File: config.mk
export PLATFORM = sky130hd
export DESIGN_NAME = disp_scan_ctrl
export DESIGN_NICKNAME = d
export VERILOG_FILES = /design/src/rtl/disp_scan_ctrl.sv
export SDC_FILE = /design/constraint.sdc
export NUM_CORES = 1
export LEC_CHECK = 0
export BUFFER_PORTS_ARGS = -buffer_cell sky130_fd_sc_hd__clkbuf_2
export CORE_MARGIN = 4
export CORE_UTILIZATION = 50
export CTS_CLUSTER_DIAMETER = 100
export DETAILED_ROUTE_END_ITERATION = 7
export HOLD_SLACK_MARGIN = 0.03
export PLACE_DENSITY = 0.77
export SKIP_CTS_REPAIR_TIMING = 1
export SLEW_MARGIN = 25
export SYNTH_ARGS = -nofsm -noshare
export SYNTH_HDL_FRONTEND = slang
export SYNTH_SLANG_ARGS = --single-unit
File: constraint.sdc
create_clock -name clk -period 2.47 [get_ports clk]
set_input_delay 0.247 -clock clk [delete_from_list [all_inputs] [get_ports clk]]
set_output_delay 0.247 -clock clk [all_outputs]
set_load 0.01 [all_outputs]
File: src/rtl/disp_scan_ctrl.sv
// Formats a binary value into hex or decimal digit codes, then time-multiplexes them onto one shared decoder.
// Hex commits 1 cycle after load and decimal DATA_W+1 cycles after; loads while busy are dropped; the scanner never stalls.
module disp_scan_ctrl #(
    parameter int NUM_DIGITS  = 4,
    parameter int DATA_W      = 16,
    parameter int REFRESH_DIV = 50000
) (
    input  logic                  clk,
    input  logic                  rst_n,
    input  logic                  load,
    input  logic [DATA_W-1:0]     value,
    input  logic                  dec_mode,
    input  logic                  blank_en,
    output logic                  busy,
    output logic                  done,
    output logic [4:0]            code,
    output logic [NUM_DIGITS-1:0] digit_en
);
    // Decimal digits needed for 2^DATA_W-1 (floor(DATA_W*log10(2))+1)
    localparam int BCD_REQ = (DATA_W * 301) / 1000 + 1;
    localparam int BCD_N   = (BCD_REQ > NUM_DIGITS) ? BCD_REQ : NUM_DIGITS;
    localparam int BCD_W   = 4 * BCD_N;
    localparam int HEX_W   = DATA_W + 4 * NUM_DIGITS;
    localparam int CNT_W   = $clog2(DATA_W);
    localparam int PRE_W   = $clog2(REFRESH_DIV);
    localparam int IDX_W   = $clog2(NUM_DIGITS);
    localparam logic [4:0] C_H     = 5'd16;
    localparam logic [4:0] C_BLANK = 5'd17;

    typedef enum logic [1:0] {S_IDLE, S_CONVERT, S_COMMIT} state_t;
    state_t r_state, w_state_nxt;

    logic [DATA_W-1:0] r_shift;
    logic [BCD_W-1:0]  r_bcd, w_bcd_adj, w_bcd_nxt;
    logic [CNT_W-1:0]  r_cnt;
    logic              r_blank;
    logic [4:0]        r_dig [NUM_DIGITS];
    logic              w_conv_last, w_commit;

    logic [HEX_W-1:0]  w_hex_pad;
    logic [4:0]        w_raw [NUM_DIGITS];
    logic [4:0]        w_fmt [NUM_DIGITS];
    logic              w_ovf, w_blank_sel, w_nz_seen;

    logic [PRE_W-1:0]      r_pre;
    logic [IDX_W-1:0]      r_idx, w_idx_nxt;
    logic                  w_wrap;
    logic [4:0]            r_code;
    logic [NUM_DIGITS-1:0] r_digit_en;

    always_ff @(posedge clk or negedge rst_n) begin
        if (!rst_n) r_state <= S_IDLE;
        else        r_state <= w_state_nxt;
    end

    always_comb begin
        w_state_nxt = r_state;
        case (r_state)
            S_IDLE:    if (load) w_state_nxt = dec_mode ? S_CONVERT : S_COMMIT;
            S_CONVERT: if (w_conv_last) w_state_nxt = S_COMMIT;
            S_COMMIT:  w_state_nxt = S_IDLE;
            default:   w_state_nxt = S_IDLE;
        endcase
    end

    always_comb begin
        busy = 1'b0;
        done = 1'b0;
        case (r_state)
            S_CONVERT: busy = 1'b1;
            S_COMMIT: begin
                busy = 1'b1;
                done = 1'b1;
            end
            default: ;
        endcase
    end

    assign w_conv_last = (r_state == S_CONVERT) && (r_cnt == CNT_W'(DATA_W - 1));
    // Digits land on the edge that enters COMMIT, so done and the new display appear together
    assign w_commit    = ((r_state == S_IDLE) && load && !dec_mode) || w_conv_last;

    always_ff @(posedge clk or negedge rst_n) begin
        if (!rst_n) begin
            r_shift <= '0;
            r_bcd   <= '0;
            r_cnt   <= '0;
            r_blank <= 1'b0;
        end else if ((r_state == S_IDLE) && load) begin
            r_shift <= value;
            r_bcd   <= '0;
            r_cnt   <= '0;
            r_blank <= blank_en;
        end else if (r_state == S_CONVERT) begin
            r_shift <= r_shift << 1;
            r_bcd   <= w_bcd_nxt;
            r_cnt   <= r_cnt + 1'b1;
        end
    end

    always_comb begin
        w_bcd_adj = r_bcd;
        for (int d = 0; d < BCD_N; d++) begin
            if (r_bcd[4*d +: 4] >= 4'd5) w_bcd_adj[4*d +: 4] = r_bcd[4*d +: 4] + 4'd3;
        end
    end

    assign w_bcd_nxt = (w_bcd_adj << 1) | BCD_W'(r_shift[DATA_W-1]);
    assign w_hex_pad = {{(4*NUM_DIGITS){1'b0}}, value};

    always_comb begin
        w_ovf       = 1'b0;
        w_blank_sel = 1'b0;
        w_nz_seen   = 1'b0;
        for (int k = 0; k < NUM_DIGITS; k++) begin
            w_raw[k] = 5'd0;
            w_fmt[k] = 5'd0;
        end
        if (r_state == S_CONVERT) begin
            w_ovf       = |(w_bcd_nxt >> (4 * NUM_DIGITS));
            w_blank_sel = r_blank;
            for (int k = 0; k < NUM_DIGITS; k++) w_raw[k] = {1'b0, w_bcd_nxt[4*k +: 4]};
        end else begin
            w_ovf       = |(w_hex_pad >> (4 * NUM_DIGITS));
            w_blank_sel = blank_en;
            for (int k = 0; k < NUM_DIGITS; k++) w_raw[k] = {1'b0, w_hex_pad[4*k +: 4]};
        end
        // Walk from the top digit down; blanking stops at the first nonzero digit
        for (int k = NUM_DIGITS - 1; k >= 0; k--) begin
            if (w_ovf)
                w_fmt[k] = C_H;
            else if (w_blank_sel && !w_nz_seen && (k != 0) && (w_raw[k] == 5'd0))
                w_fmt[k] = C_BLANK;
            else
                w_fmt[k] = w_raw[k];
            if (w_raw[k] != 5'd0) w_nz_seen = 1'b1;
        end
    end

    always_ff @(posedge clk or negedge rst_n) begin
        if (!rst_n) begin
            for (int k = 0; k < NUM_DIGITS; k++) r_dig[k] <= C_BLANK;
        end else if (w_commit) begin
            for (int k = 0; k < NUM_DIGITS; k++) r_dig[k] <= w_fmt[k];
        end
    end

    assign w_wrap = (r_pre == PRE_W'(REFRESH_DIV - 1));

    always_comb begin
        w_idx_nxt = r_idx;
        if (w_wrap) w_idx_nxt = (r_idx == IDX_W'(NUM_DIGITS - 1)) ? '0 : r_idx + 1'b1;
    end

    // code and enable are both loaded from the next index so they never disagree
    always_ff @(posedge clk or negedge rst_n) begin
        if (!rst_n) begin
            r_pre      <= '0;
            r_idx      <= '0;
            r_code     <= C_BLANK;
            r_digit_en <= ~NUM_DIGITS'(1);
        end else begin
            r_pre      <= w_wrap ? '0 : r_pre + 1'b1;
            r_idx      <= w_idx_nxt;
            r_code     <= r_dig[w_idx_nxt];
            r_digit_en <= ~(NUM_DIGITS'(1) << w_idx_nxt);
        end
    end

    assign code     = r_code;
    assign digit_en = r_digit_en;
endmodule

==> results.cfg, run 1 <==
[global_routing]
grt_max_degree = 55
grt_antenna_before_repair = 0
grtUsageTotal = 0.190
grt_overflow = 0
grt_busiest_layer = met2
met2_usage = 0.311
grt_pass1_wl_mm = 17.2
use_met1 = 0.251
grt_pass1_vias = 3637
use_met3 = 0.0374

[sta]
period_share = 0.953
fmax_ghz = 0.425
hold_viol = 0
maxSlewViolCount = 0
setup_viol = 0
post-route-min-period_ns = 2.35
slew_headroom = 0.583
worst_pin_slew_ns = 0.625
skew_ns = 0.0166
setup_tns_ns = 0
hold_ws_ns = 0.106

[clock_network]
cts.sinks = 90
insertion_delay_ns = 0.37
htree_levels = 3
clockBufferDepth = 2
numCtsBuffers = 9
cts_tree = built
path_clk_slew_ns = 0.09
root_buffer = clkbuf_8

[yosys]
yosys.area.top_type_share = 0.405
ys_ff_latch = 90
ys_seq_area_frac = 0.477
synth_ff_type = dfrtp_1
synth.net_count = 529
synth_area_per_cell_sq_um = 9.67
synth_edf_count = 0
synth_cell_types = 53
syn_area_sq_um = 4760
synth_top_cells_by_area = dfrtp_1, mux2i_1, dfstp_2
synth_top_cell_by_area = dfrtp_1
synthCells = 492
synthArstFlopShare = 1.00
synth_warnings = 0

[finish]
nets = 559
final_util = 0.575
fill_cells = 775
syn_to_final_growth_pct = 11.7
n_antenna_cell = 0
drive_gt1_frac = 0.161
multi_input_area_sq_um = 2330
regArea_sq_um = 2270

[setup_path]
cp_max_fo = 5
worstPathArrival_ns = 2.63
critPathLaunchType = register
cp_slowest_cell = a2111oi_4
cpPeakStageDelay_ns = 0.48
endpoint_kind = register
cp.required_ns = 2.74
cp_cell_sequence = inv_1, ha_2, nand2b_1, a2111oi_2, a311oi_1, a2111oi_4, a21oi_1, o31ai_2
worstSetupPathType = reg2reg

[hold_path]
hp-class = in2reg

[routing]
dr.pass1.iters = 5
drc = 0
via_per_inst = 5.53
antenna_left = 0
drt_iter0_drc = 193
wl_per_cell_um = 14.9
wirelength_mm = 9.78
vias = 3627

[die]
core_area_sq_um = 9240
ios = 32
dieWidth_um = 106
dieArea_sq_um = 11100
die_height_um = 106
rows = 35
start_util = 0.515

[pwr]
leakage_nw = 2.39
power_density_nw_per_um2 = 981
irDropWorstVdd_uv = 730

[place]
routabilityCongestion = 0.917
place.detailed.hpwl_mm = 7.12
io_buffer_count = 31

[job]
drv_cap = 0

[status]
outcome = finished clean
[registers in the layout, summed over array words and instances, names as in the netlist]
register,cells
r_blank,1
r_pre,16
r_shift,16
r_bcd,20
r_state,2
r_cnt,4
r_idx,2
code,5
digit_en,4
r_dig,20
[final cells by class]
class                      instances  area share
timing repair buffer              44      0.0533
tap                              129      0.0304
multi-input combinational        360       0.439
inverter                          17      0.0120
clock inverter                     7      0.0153
clock buffer                       9      0.0233
sequential                        90       0.427
[critical path: cells and delay by family (launching register included)]
kind,cells,cell delay [ns]
AO/OA/AOI/OAI,5,1.40
adder cells (fa/ha/maj),1,0.23
buffers and inverters,1,0.10
flip-flops,1,0.42
AND/OR/NAND/NOR,1,0.12
[report_power, final]
group          internal (mW)  switching [mW]  total [mW]  leakage, nW
logic                  0.799            1.15        1.95         1.15
clock network          0.402           0.602        1.00        0.103
registers               1.95           0.308        2.25         1.14
[cells in the final DEF, fill, tap and decap left out, types with 3 or more instances in the layout]
cell,n
o31ai_1,10
a211oi_1,7
nand3_1,13
clkbuf_2,30
xor2_1,9
buf_4,11
and3_1,4
dfstp_2,13
and2_1,3
a21oi_1,29
nand2b_1,7
clkbuf_8,9
nor2_1,41
o21ai_0,41
mux2i_1,42
inv_1,16
nor3_1,3
dfrtp_1,77
xnor2_1,11
nor2b_1,4
nand2_1,79
nor3b_1,6
ha_1,14
clkinv_4,3
[per-layer routing]
layer / share of wire / wire length (um)
met5: 0 / 0
met4: 0.030 / 296
met3: 0.043 / 424
met2: 0.49 / 4780
met1: 0.44 / 4280
[synth_stat cells (6+ instances only)]
| master | number |
|---|---|
| nand2_1 | 79 |
| dfrtp_1 | 77 |
| mux2i_1 | 42 |
| nor2_1 | 41 |
| o21ai_0 | 41 |
| a21oi_1 | 29 |
| ha_1 | 16 |
| inv_1 | 16 |
| dfstp_2 | 13 |
| nand3_1 | 13 |
| clkbuf_1 | 12 |
| xnor2_1 | 11 |
| o31ai_1 | 10 |
| xor2_1 | 9 |
| a211oi_1 | 8 |
| nand2b_1 | 7 |
| buf_2 | 6 |
| nor3b_1 | 6 |
[final timing paths]
check                      startpoint   endpoint  slack [ns]  cells after the start
max reg2reg                 r_bcd[12]   r_dig[5]        0.12                      8
max in group asynchronous       rst_n   r_dig[9]        1.32                      3
max                         r_bcd[12]   r_dig[5]        0.12                      8
min                          blank_en    r_blank        0.11                      3
min in group asynchronous       rst_n   r_idx[1]        0.43                      2
min reg2reg                 r_dig[19]  r_dig[19]        0.47                      2
[through the flow]
step	std cells	setup slack, ns	cell area [sq um]	power [mW]
after floorplan	492	0.456	4760	3.66
after global placement	639	0.271	5070	4.09
after detailed placement	639	0.177	5070	4.20
after CTS	655	0.118	5280	5.22
after global routing	656	-0.0817	5310	5.66
final	656	0.117	5310	5.21
[kinds of logic (layout without fill, tap and decap cells)]
kind of cell / after synthesis / count (layout) / share of synthesized area
and+or+nand+nor: 170 / 170 / 0.162
AOI/OAI and AO/OA: 110 / 110 / 0.147
DFF: 90 / 90 / 0.477
muxes: 44 / 44 / 0.0960
buffers and inverters: 42 / 77 / 0.0389
xor gates and xnor gates: 20 / 20 / 0.0368
adders and majority gates: 16 / 16 / 0.0421
No activity file was read; power rests on OpenSTA's default activity.
==> run 2: changes to the inputs <==
- PLACE_DENSITY: 0.77 -> 0.68
==> results.cfg, run 2 (same netlist as run 1, synthesis figures left out) <==
[place]
place.detailed.hpwl_mm = 7.44
io_buffer_count = 31
postPlaceCellArea_sq_um = 5090
dp.cells = 640
routabilityCongestion = 0.864

[job]
drv_cap = 0

[routing]
wirelength_mm = 10.2
antenna_left = 0
drc = 0
drt_iter0_drc = 185
wl_per_cell_um = 15.4
dr.pass1.iters = 4
vias = 3582
via_per_inst = 5.44

[pwr]
power_frac_clock = 0.208
p_comb_frac = 0.373
total_power_mw = 5.40
irDropWorstVdd_uv = 773
p_sw_frac = 0.381
leakage_nw = 2.41
p_int_mw = 3.35
power.switching_mw = 2.06
power_density_nw_per_um2 = 1010
pwr-share-seq = 0.420

[finish]
nets = 561
drive_gt1_frac = 0.168
syn_to_final_growth_pct = 12.5
stdcell_count = 658
final_common_cell = nand2_1
stdcell_area_sq_um = 5350
final_util = 0.579
fill_cells = 782
reg.largest.list = r_bcd (20), r_dig (20)
final_cell_mix = nand2_1, dfrtp_1, mux2i_1
n_antenna_cell = 0

[sta]
period_share = 0.956
slew_headroom = 0.598
hold_viol = 0
setup_tns_ns = 0
maxSlewViolCount = 0
setup_viol = 0
post-route-min-period_ns = 2.36
worst_pin_slew_ns = 0.604
skew_ns = 0.0109
fmax_ghz = 0.424

[clock_network]
htree_levels = 3
path_clk_slew_ns = 0.09
insertion_delay_ns = 0.36
root_buffer = clkbuf_8
cts_tree = built
clockBufferDepth = 2
cts.sinks = 90
numCtsBuffers = 9

[die]
dieWidth_um = 106
rows = 35
dieArea_sq_um = 11100
core_area_sq_um = 9240
ios = 32
die_height_um = 106
start_util = 0.515

[setup_path]
cp.required_ns = 2.74
worstSetupPathType = reg2reg
endpoint_kind = register
worstPathArrival_ns = 2.63
reg2reg_depth = 9
cp_max_fo = 5
critPathLaunchType = register

[global_routing]
grt_max_degree = 54
grt_antenna_before_repair = 0
grtUsageTotal = 0.193
grt_overflow = 0
grt_pass1_wl_mm = 17.3
grt_pass1_vias = 3517

[hold_path]
min_path_cells = 3
hp-class = in2reg

[status]
outcome = finished clean
==> run 2: worst paths after layout <==
check                          start       end  slack (ns)
min in group asynchronous      rst_n  r_pre[7]        0.39
setup reg to reg           r_bcd[13]  r_dig[0]        0.11
hold / removal              blank_en   r_blank        0.11
setup / recovery           r_bcd[13]  r_dig[0]        0.11
hold reg to reg             r_dig[4]  r_dig[4]        0.46
max in group asynchronous      rst_n  r_dig[5]        1.38
==> run 2: layout make-up <==
class                   instances  area, sq um  area share
clock buffers                  10          128      0.0238
clock inverters                 6         90.1      0.0168
inverters                      17         63.8      0.0119
multi-input cells             360         2330       0.435
flip-flops and latches         90         2270       0.424
well taps                     129          161      0.0302
repair buffers                 46          310      0.0580
==> run 2: worst max-delay path: stages (launching register included) <==
cell and delay, ns:
dfrtp_1 0.43, inv_1 0.10, ha_2 0.24, nand2b_1 0.11, a2111oi_2 0.42, a311oi_2 0.13
a2111oi_4 0.35, buf_4 0.20, nor2_1 0.06, o31ai_1 0.22
==> run 2: routing by layer <==
layer	global-route usage	vias up	routed length (um)
li1	-	1764	-
met1	0.259	1742	4670
met2	0.314	67	4980
met3	0.0306	9	352
met4	0.0712	0	145
met5	0	-	0
==> run 2: per-stage QoR <==
stage	setup slack, ns	hold slack, ns
2_1_floorplan	0.456	-0.0486
3_3_place_gp	0.310	0.255
3_5_place_dp	0.0669	0.255
4_1_cts	0.0353	-0.155
5_1_grt	-0.0781	0.133
6_report	0.109	0.105
==> run 2: power by group through the flow <==
stage | clock, mW | combinational, mW | sequential (mW)
after floorplan | 0 | 1.47 | 2.19
after global placement | 0 | 1.90 | 2.26
after detailed placement | 0 | 1.98 | 2.29
after CTS | 1.15 | 1.99 | 2.26
after global routing | 1.22 | 2.28 | 2.32
final | 1.12 | 2.01 | 2.27
